`src/rtl/uart_fifo_pkg.sv`:
```
// UART FIFO controller shared definitions.
// Register offsets, STATUS/CTRL bit indices, TX FSM states.
package uart_fifo_pkg;

  localparam logic [11:0] ADDR_STATUS = 12'h000;
  localparam logic [11:0] ADDR_DATA   = 12'h008;
  localparam logic [11:0] ADDR_CTRL   = 12'h010;

  localparam int ST_TX_FULL = 0;
  localparam int ST_RX_NE   = 1;
  localparam int ST_TX_IDLE = 2;
  localparam int ST_RX_OVR  = 3;
  localparam int ST_TX_DROP = 4;

  localparam int CTRL_RX_IE = 0;
  localparam int CTRL_TX_IE = 1;

  typedef enum logic [1:0] {
    TX_IDLE,
    TX_LAUNCH,
    TX_WAIT
  } tx_state_t;

endpackage

```
`src/rtl/uart_fifo_ctrl_sync_fifo.sv`:
```
// sync_fifo: single-clock FIFO, power-of-two DEPTH.
// Ports: clk_sys, reset_n, push/wdata, pop, head, count, full, empty.
module sync_fifo #(
  parameter int WIDTH = 8,
  parameter int DEPTH = 16,
  localparam int AW = (DEPTH > 1) ? $clog2(DEPTH) : 1
) (
  input  logic             clk_sys,
  input  logic             reset_n,
  input  logic             push,
  input  logic [WIDTH-1:0] wdata,
  input  logic             pop,
  output logic [WIDTH-1:0] head,
  output logic [AW:0]      count,
  output logic             full,
  output logic             empty
);

  logic [WIDTH-1:0] mem [DEPTH];
  logic [AW-1:0]    wr_ptr;
  logic [AW-1:0]    rd_ptr;
  logic             do_push;
  logic             do_pop;

  // count never exceeds 2**AW, so its MSB alone marks full
  assign full    = count[AW];
  assign empty   = (count == '0);
  assign do_push = push && !full;
  assign do_pop  = pop && !empty;
  assign head    = mem[rd_ptr];

  always_ff @(posedge clk_sys) begin
    if (do_push) mem[wr_ptr] <= wdata;
  end

  always_ff @(posedge clk_sys) begin
    if (!reset_n) begin
      wr_ptr <= '0;
      rd_ptr <= '0;
      count  <= '0;
    end else begin
      if (do_push) wr_ptr <= wr_ptr + AW'(1);
      if (do_pop)  rd_ptr <= rd_ptr + AW'(1);
      unique case ({do_push, do_pop})
        2'b10:   count <= count + (AW+1)'(1);
        2'b01:   count <= count - (AW+1)'(1);
        default: count <= count;
      endcase
    end
  end

endmodule

```
`src/rtl/uart_fifo_ctrl.sv`:
```
// uart_fifo_ctrl: MMIO register block with TX/RX byte FIFOs for a UART core.
// Ports: clk_i, reset_n, MMIO io_*, TX tx_*, RX rx_*, irq_o.
module uart_fifo_ctrl
  import uart_fifo_pkg::*;
#(
  parameter int TX_DEPTH = 16,
  parameter int RX_DEPTH = 16
) (
  input  logic        clk_i,
  input  logic        reset_n,
  input  logic        io_read_valid_i,
  input  logic        io_write_valid_i,
  input  logic [11:0] io_addr_i,
  input  logic [31:0] io_wdata_i,
  output logic [31:0] io_rdata_o,
  output logic [7:0]  tx_data_o,
  output logic        tx_valid_o,
  input  logic        tx_busy_i,
  input  logic [7:0]  rx_data_i,
  input  logic        rx_valid_i,
  output logic        rx_ready_o,
  output logic        irq_o
);

  localparam int TXW = $clog2(TX_DEPTH) + 1;
  localparam int RXW = $clog2(RX_DEPTH) + 1;

  logic [7:0]     tx_head;
  logic [TXW-1:0] tx_count;
  logic           tx_full;
  logic           tx_empty;
  logic           tx_push;
  logic           tx_pop;

  logic [7:0]     rx_head;
  logic [RXW-1:0] rx_count;
  logic           rx_full;
  logic           rx_empty;
  logic           rx_push;
  logic           rx_pop;

  tx_state_t      state;
  logic           launch_cnt;
  logic [1:0]     ctrl;
  logic           rx_ovr;
  logic           tx_drop;
  logic           tx_idle;

  logic           data_wr;
  logic           stat_wr;
  logic           ctrl_wr;
  logic [31:0]    status;
  logic [31:0]    rdata_nxt;

  assign data_wr = io_write_valid_i && (io_addr_i == ADDR_DATA);
  assign stat_wr = io_write_valid_i && (io_addr_i == ADDR_STATUS);
  assign ctrl_wr = io_write_valid_i && (io_addr_i == ADDR_CTRL);

  assign tx_push = data_wr && !tx_full;
  assign tx_pop  = (state == TX_IDLE) && !tx_empty && !tx_busy_i;
  assign tx_idle = tx_empty && (state == TX_IDLE);

  // ready stays high through reset; the FIFO drops those bytes
  assign rx_ready_o = !reset_n || !rx_full;
  assign rx_push    = rx_valid_i && rx_ready_o;
  assign rx_pop     = io_read_valid_i && (io_addr_i == ADDR_DATA)
                      && !rx_empty;

  sync_fifo #(.WIDTH(8), .DEPTH(TX_DEPTH)) u_tx_fifo (
    .clk_sys (clk_i),
    .reset_n (reset_n),
    .push    (tx_push),
    .wdata   (io_wdata_i[7:0]),
    .pop     (tx_pop),
    .head    (tx_head),
    .count   (tx_count),
    .full    (tx_full),
    .empty   (tx_empty)
  );

  sync_fifo #(.WIDTH(8), .DEPTH(RX_DEPTH)) u_rx_fifo (
    .clk_sys (clk_i),
    .reset_n (reset_n),
    .push    (rx_push),
    .wdata   (rx_data_i),
    .pop     (rx_pop),
    .head    (rx_head),
    .count   (rx_count),
    .full    (rx_full),
    .empty   (rx_empty)
  );

  always_comb begin
    status             = '0;
    status[ST_TX_FULL] = tx_full;
    status[ST_RX_NE]   = !rx_empty;
    status[ST_TX_IDLE] = tx_idle;
    status[ST_RX_OVR]  = rx_ovr;
    status[ST_TX_DROP] = tx_drop;
    // a count of 256 wraps to 0 here; full flag is authoritative
    status[15:8]       = 8'(rx_count);
    status[23:16]      = 8'(tx_count);
  end

  always_comb begin
    rdata_nxt = '0;
    case (io_addr_i)
      ADDR_STATUS: rdata_nxt = status;
      ADDR_DATA:   rdata_nxt = {!rx_empty, 23'h0,
                                rx_empty ? 8'h00 : rx_head};
      ADDR_CTRL:   rdata_nxt = {30'h0, ctrl};
      default:     rdata_nxt = '0;
    endcase
  end

  always_ff @(posedge clk_i) begin
    if (!reset_n) begin
      io_rdata_o <= '0;
      ctrl       <= '0;
      rx_ovr     <= 1'b0;
      tx_drop    <= 1'b0;
      irq_o      <= 1'b0;
    end else begin
      io_rdata_o <= rdata_nxt;
      if (ctrl_wr) ctrl <= io_wdata_i[1:0];
      // a new event wins over a same-cycle W1C
      rx_ovr  <= (rx_valid_i && rx_full) ||
                 (rx_ovr && !(stat_wr && io_wdata_i[ST_RX_OVR]));
      tx_drop <= (data_wr && tx_full) ||
                 (tx_drop && !(stat_wr && io_wdata_i[ST_TX_DROP]));
      irq_o   <= (ctrl[CTRL_RX_IE] && !rx_empty) ||
                 (ctrl[CTRL_TX_IE] && tx_idle);
    end
  end

  always_ff @(posedge clk_i) begin
    if (!reset_n) begin
      state      <= TX_IDLE;
      launch_cnt <= 1'b0;
      tx_valid_o <= 1'b0;
      tx_data_o  <= '0;
    end else begin
      tx_valid_o <= 1'b0;
      unique case (state)
        TX_IDLE: begin
          if (tx_pop) begin
            tx_valid_o <= 1'b1;
            tx_data_o  <= tx_head;
            launch_cnt <= 1'b0;
            state      <= TX_LAUNCH;
          end
        end
        TX_LAUNCH: begin
          // give the core two cycles to raise busy
          if (tx_busy_i)       state      <= TX_WAIT;
          else if (launch_cnt) state      <= TX_IDLE;
          else                 launch_cnt <= 1'b1;
        end
        TX_WAIT: begin
          if (!tx_busy_i) state <= TX_IDLE;
        end
        default: state <= TX_IDLE;
      endcase
    end
  end

endmodule

```
`config.mk`:
```
export PLATFORM = sky130hd
export DESIGN_NAME = uart_fifo_ctrl
export DESIGN_NICKNAME = d
export VERILOG_FILES = /design/src/rtl/uart_fifo_pkg.sv /design/src/rtl/uart_fifo_ctrl_sync_fifo.sv /design/src/rtl/uart_fifo_ctrl.sv
export SDC_FILE = /design/constraint.sdc
export NUM_CORES = 1
export LEC_CHECK = 0
export CORE_MARGIN = 1.5
export CORE_UTILIZATION = 60
export CTS_CLUSTER_DIAMETER = 120
export DETAILED_ROUTE_END_ITERATION = 6
export DONT_BUFFER_PORTS = 1
export PLACE_DENSITY_LB_ADDON = 0.1
export SYNTH_ARGS = -nofsm -noshare
export SYNTH_HDL_FRONTEND = slang
export SYNTH_SLANG_ARGS = --single-unit
```
`constraint.sdc`:
```
create_clock -name clk_i -period 7.8 [get_ports clk_i]
set_input_delay 2.34 -clock clk_i [delete_from_list [all_inputs] [get_ports clk_i]]
set_output_delay 2.34 -clock clk_i [all_outputs]
set_load 0.1 [all_outputs]
```
# --- After elaboration in Yosys (flattened, before gate mapping) ---
# Memory sizes are Yosys's and may differ from the RTL's. A register that Yosys moved wholly into a read port is not among the register bits.
# Index checks and enable logic that the tools add are counted.
# Widths: inputs -> output; s select.
totals:
  regBits: 67
  latch_bits: 0
  mem_bits_rw: 256
  mem_bits_ro: 0
  input_bits: 58
  output_inout_bits: 43
  elab_cells: 101
  n_memories: 2
op_classes:
  add_sub_neg: 8
  n_mul: 0
  n_div: 0
  magnitude_cmp: 0
  eq_ne: 12
  n_shift: 0
  n_mux: 19
  bitwise: 0
  n_reduce_logical: 46
memory_table:
  columns: ["name", "words", "word_bits", "read_ports", "rd_clocked_by_memory_dff", "write_ports", "line", "rtl"]
  rows:
  - ["u_rx_fifo.mem", 16, 8, 1, 1, 1, "uart_fifo_ctrl_sync_fifo.sv:19", "logic [WIDTH-1:0] mem [DEPTH];"]
  - ["u_tx_fifo.mem", 16, 8, 1, 1, 1, "uart_fifo_ctrl_sync_fifo.sv:19", null]
op_table:
  columns: ["op", "n"]
  rows:
  - ["$pmux 32 s3", 1]
  - ["$logic_and 1x1->1", 22]
  - ["$pmux 5 s2", 2]
  - ["$add 4x1->4 const B", 4]
  - ["$eq 12x4->1 const B", 1]
  - ["$eq 12x5->1 const B", 1]
  - ["$logic_not 12->1", 1]
  - ["$add 5x1->5 const B", 2]
  - ["$logic_not 5->1", 2]
  - ["$sub 5x1->5 const B", 2]
  - ["$logic_not 1->1", 9]
  - ["$mux 2", 4]
  - ["$mux 4", 2]
  - ["$mux 8", 1]
  - ["$mux 1", 7]
  - ["$eq 2x1->1 const B", 3]
  - ["$eq 2x2->1 const B", 3]
  - ["$pmux 2 s3", 1]
  - ["$reduce_and 3->1", 2]
  - ["$reduce_bool 2->1", 3]
  - ["$logic_or 1x1->1", 4]
  - ["$ne 2x2->1 const B", 2]
  - ["$reduce_and 2->1", 2]
  - ["$ne 3x3->1 const B", 1]
  - ["3 further kinds", 3]

# --- Longest topological paths before layout ---
depth:
  word_depth: 7
  ltp_mapped: 13
  mapped_depth_nobuf: 11

# --- By module ---
# A second synthesis with hierarchy kept.
unflattened:
  cells_unflattened: 742
  hier_area_um2: 13076.3
modules_own_cells:
  columns: ["mod", "n_inst", "cells_per_inst", "area_each_um2", "seq_area_each_um2"]
  rows:
  - ["sync_fifo", 2, 296, 5786.8, 4184.0]
  - ["uart_fifo_ctrl", 1, 150, 1502.7, 720.7]

# --- Worst setup path after synthesis ---
# Ideal clock, no wire load.
synth_timing:
  kind: "input port to output port"
  start: "in reset_n"
  end: "out rx_ready_o"
  arrival_time_ps: 3487
  required_ps: 5460
  setup_slack_ps: 1973
  path_stages: 3
  n_path_buf: 2
  cell_sequence: "clkbuf_1 clkbuf_1 nand2_1"
synth_between:
  elab_chain_cells: 2
synth_lines:
  columns: ["element", "line", "rtl"]
  rows:
  - ["start, declared", "uart_fifo_ctrl.sv:10", "input logic reset_n,"]
  - ["$logic_not 1->1", null, null]
  - ["$logic_or 1x1->1", "uart_fifo_ctrl.sv:64", "assign rx_ready_o = !reset_n || !rx_full;"]
  - ["end, declared", "uart_fifo_ctrl.sv:21", "output logic rx_ready_o,"]
# No other way between the ends.

# --- Final worst setup path ---
# Same ends and word-level chain as after synthesis.

==> flow_summary.json <==
{
  "status": "completed",
  "hold_end": "state[0]$_SDFFE_PN0P_",
  "worstSetupEndpointType": "primary output",
  "power_frac_clock": 0.422,
  "p_per_area_mw_per_mm2": 236.9,
  "die_h_um": 149.9,
  "wire_per_inst_um": 22.20,
  "antenna_found_initial": 0,
  "ys_seq_area_frac": 0.6956,
  "insertion_delay_ns": 0.54,
  "dieArea_sq_mm": 0.02248,
  "tightest_slew_ns": 1.211,
  "antenna_cells": 0,
  "synth_edf_count": 256,
  "rr_startpoint": "u_tx_fifo.count[1]$_SDFFE_PN0P_",
  "top_layer": "met4",
  "peakVddDrop_mv": 0.2096,
  "cts_made_buffers": 31,
  "setup_viol": 0,
  "wirelength_um": 23800,
  "port_buffers": 0,
  "path_max_fanout": 32,
  "reg2reg_to": "u_tx_fifo.count[4]$_SDFFE_PN0P_",
  "relSlewSlack": 0.1916,
  "ctsResizeCount": 0,
  "hold_ws_ns": 0.4454,
  "clk_pin_slew_worst_paths_ns": 0.06,
  "grt_pass1_vias": 6655,
  "synth_area_sq_mm": 0.01295,
  "cts_setup_buffers": 0,
  "fin_crit_ns": 5.380,
  "clockBufferDepth": 3,
  "slowest_delay_ns": 0.69,
  "pwr-share-comb": 0.021,
  "h-tree-depth": 1,
  "drive_gt1_frac": 0.1757,
  "grt_pass1_wl_um": 37060,
  "cp.required_ns": 5.46,
  "vias_per_cell": 6.137,
  "wl_met3_um": 1111,
  "cts_tree": "built",
  "cp_num_buf_inv": 0,
  "grt_overflow": 0,
  "fin_crit_sh": 0.6898,
  "globalRouteTotalUtil": 0.2180,
  "path_delay_family": "simple AND/OR/NAND/NOR gates",
  "vias": 6579,
  "arrival_ns": 3.04,
  "ios": 101,
  "yosysWarnings": 0,
  "finalMaxSlewViolations": 0,
  "p_switching_w": 0.0006446,
  "critPathSlowestCell": "nand2_1",
  "hold_viol": 0,
  "fmax_mhz": 185.9,
  "die_w_um": 149.9,
  "ctsHoldBuffers": 0,
  "ys_async_sr_fraction": 0,
  "std_cell_rows": 53,
  "ff2ff_path_depth": 8,
  "postSynthAreaPerCell_sq_um": 16.84,
  "syn2layout_area_growth_pct": 9.274,
  "switching_share": 0.1923,
  "finalSetupTns_ns": 0,
  "path_class": "input port to primary output",
  "route.detailed.drc": 0,
  "wl_met1_um": 9664,
  "hold_path_depth": 1,
  "wl_met2_um": 12470,
  "coreArea_sq_mm": 0.02109,
  "drtIter0Drc": 419,
  "synth_ff_type": "edfxtp_1",
  "hold_start": "launch_cnt$_SDFFE_PN0P_",
  "hpwl_um": 15680,
  "start_util": 0.6142,
  "cap_violations": 0,
  "nets": 848,
  "ant_nets": 0,
  "root_buffer": "clkbuf_16",
  "rsz0062_at_grt": "no",
  "grt_max_degree": 35,
  "p_leak_nw": 4.532,
  "synth_cell_types": 57,
  "drt-pass1-iter-count": 5,
  "hold_class": "register to register",
  "path_cells": "nand2_1",
  "internal_power_w": 0.002708,
  "synth_cells": 769,
  "cts.sinks": 322,
  "pwr-share-seq": 0.557,
  "total_power_w": 0.003353,
  "synth.ff_latch_count": 322,
  "r2r_slack_ns": 3.88,
  "startpoint_type": "input port",
  "skew_ns": 0.007484,
  "gp_congestion": 0.8431
}
==> layout by cell type, fill, tap and decap left out, types with 5 or more instances in the layout <==
cell,instances
inv_1,15
mux2i_1,39
nand2_1,22
nor3b_1,8
nand4_1,8
or3_1,5
conb_1,13
a211oi_1,7
a21oi_1,21
nor2_1,37
buf_4,17
xor2_1,10
nor3_1,11
nand2b_1,9
o221ai_1,8
and4_1,9
dfxtp_1,64
ha_1,17
o21ai_0,9
clkbuf_8,6
nor2b_1,7
and2_1,9
nand3_1,19
mux4_2,64
clkbuf_1,7
clkbuf_2,6
edfxtp_1,256
clkbuf_16,31
==> cell usage after synthesis (3+ instances only) <==
cell type | instances | share of area
nor4_1 | 4 | 0.0019
and2_1 | 9 | 0.0043
inv_1 | 15 | 0.0043
xor2_1 | 10 | 0.0068
nand3b_1 | 3 | 0.0017
nor3_1 | 11 | 0.0043
nand2b_1 | 9 | 0.0043
o32ai_1 | 4 | 0.0027
nor2_1 | 37 | 0.011
mux2i_1 | 39 | 0.030
nor3b_1 | 8 | 0.0046
ha_1 | 17 | 0.016
buf_2 | 8 | 0.0031
o21ai_0 | 9 | 0.0035
nand2_1 | 22 | 0.0064
nand4_1 | 8 | 0.0039
clkbuf_1 | 31 | 0.0090
mux4_2 | 64 | 0.11
a211oi_1 | 7 | 0.0041
o221ai_1 | 8 | 0.0054
a211o_1 | 3 | 0.0020
and4_1 | 9 | 0.0061
buf_1 | 4 | 0.0012
o311ai_0 | 3 | 0.0020
edfxtp_1 | 256 | 0.59
nand3_1 | 19 | 0.0073
nor2b_1 | 7 | 0.0034
a21oi_1 | 21 | 0.0081
mux2_2 | 3 | 0.0026
dfxtp_1 | 66 | 0.10
buf_4 | 14 | 0.0081
or4_1 | 4 | 0.0023
or3_1 | 5 | 0.0024
==> routing by layer <==
layer / global-route usage / vias up
li1: - / 3019
met5: 0 / -
met2: 0.3892 / 162
met3: 0.03293 / 40
met1: 0.2801 / 3358
met4: 0.05490 / 0
==> power by group through the flow <==
stage | Clock [W] | Combinational [W] | Sequential [W]
2_1_floorplan | 0 | 0.0000684 | 0.00190
3_3_place_gp | 0 | 0.0000691 | 0.00190
3_5_place_dp | 0 | 0.0000713 | 0.00190
4_1_cts | 0.00144 | 0.0000716 | 0.00187
5_1_grt | 0.00150 | 0.0000761 | 0.00187
6_report | 0.00141 | 0.0000712 | 0.00187
==> cell families after synthesis <==
group	share of synthesized area
AND/OR/NAND/NOR	0.07052
flip-flops	0.6956
AO/OA/AOI/OAI	0.03797
buffers and inverters	0.02705
XOR/XNOR	0.008115
multiplexers	0.1440
adder cells (fa/ha/maj)	0.01642
other	0.0002895
==> final cells by class <==
type / instances / area (sq um)
repair buffers: 17 / 127.6
clock buffers: 50 / 914.6
multi-input cells: 385 / 3637
well taps: 275 / 344.1
fillers: 1400 / 6935
flip-flops and latches: 322 / 9011
inverters: 16 / 60.06
clock inverters: 7 / 57.56
==> through the flow <==
step | std cells | instance area, sq um | setup slack [ns] | util
final | 1072 | 14150 | 2.420 | 0.6711
after global routing | 1072 | 14150 | 2.420 | 0.6711
after CTS | 1072 | 14150 | 2.429 | 0.6711
after detailed placement | 1015 | 13180 | 2.088 | 0.6250
after global placement | 1015 | 13180 | 2.173 | 0.6250
after floorplan | 781 | 13000 | 1.973 | -
==> state kept, by name (all words and copies together), names as in the netlist, 4 cells and up, named ones only <==
signal,count
u_rx_fifo.count,5
u_rx_fifo.rd_ptr,4
u_tx_fifo.rd_ptr,4
u_tx_fifo.mem,128
u_tx_fifo.wr_ptr,4
u_rx_fifo.mem,128
u_tx_fifo.count,5
io_rdata_o,19
tx_data_o,8
u_rx_fifo.wr_ptr,4
==> worst max path at each step <==
| stage | start | to | slack, ns | cells after the start |
|---|---|---|---|---|
| 2_1_floorplan | reset_n | rx_ready_o | 1.97 | 3 |
| 3_3_place_gp | io_addr_i[1] | u_rx_fifo.count[4]$_SDFFE_PN0P_ | 2.17 | 10 |
| 3_5_place_dp | io_addr_i[1] | u_rx_fifo.count[4]$_SDFFE_PN0P_ | 2.09 | 10 |
| 4_1_cts | reset_n | rx_ready_o | 2.43 | 1 |
| 5_1_grt | reset_n | rx_ready_o | 2.42 | 1 |
| 6_report | reset_n | rx_ready_o | 2.42 | 1 |
(Power assumes the default switching activity.)
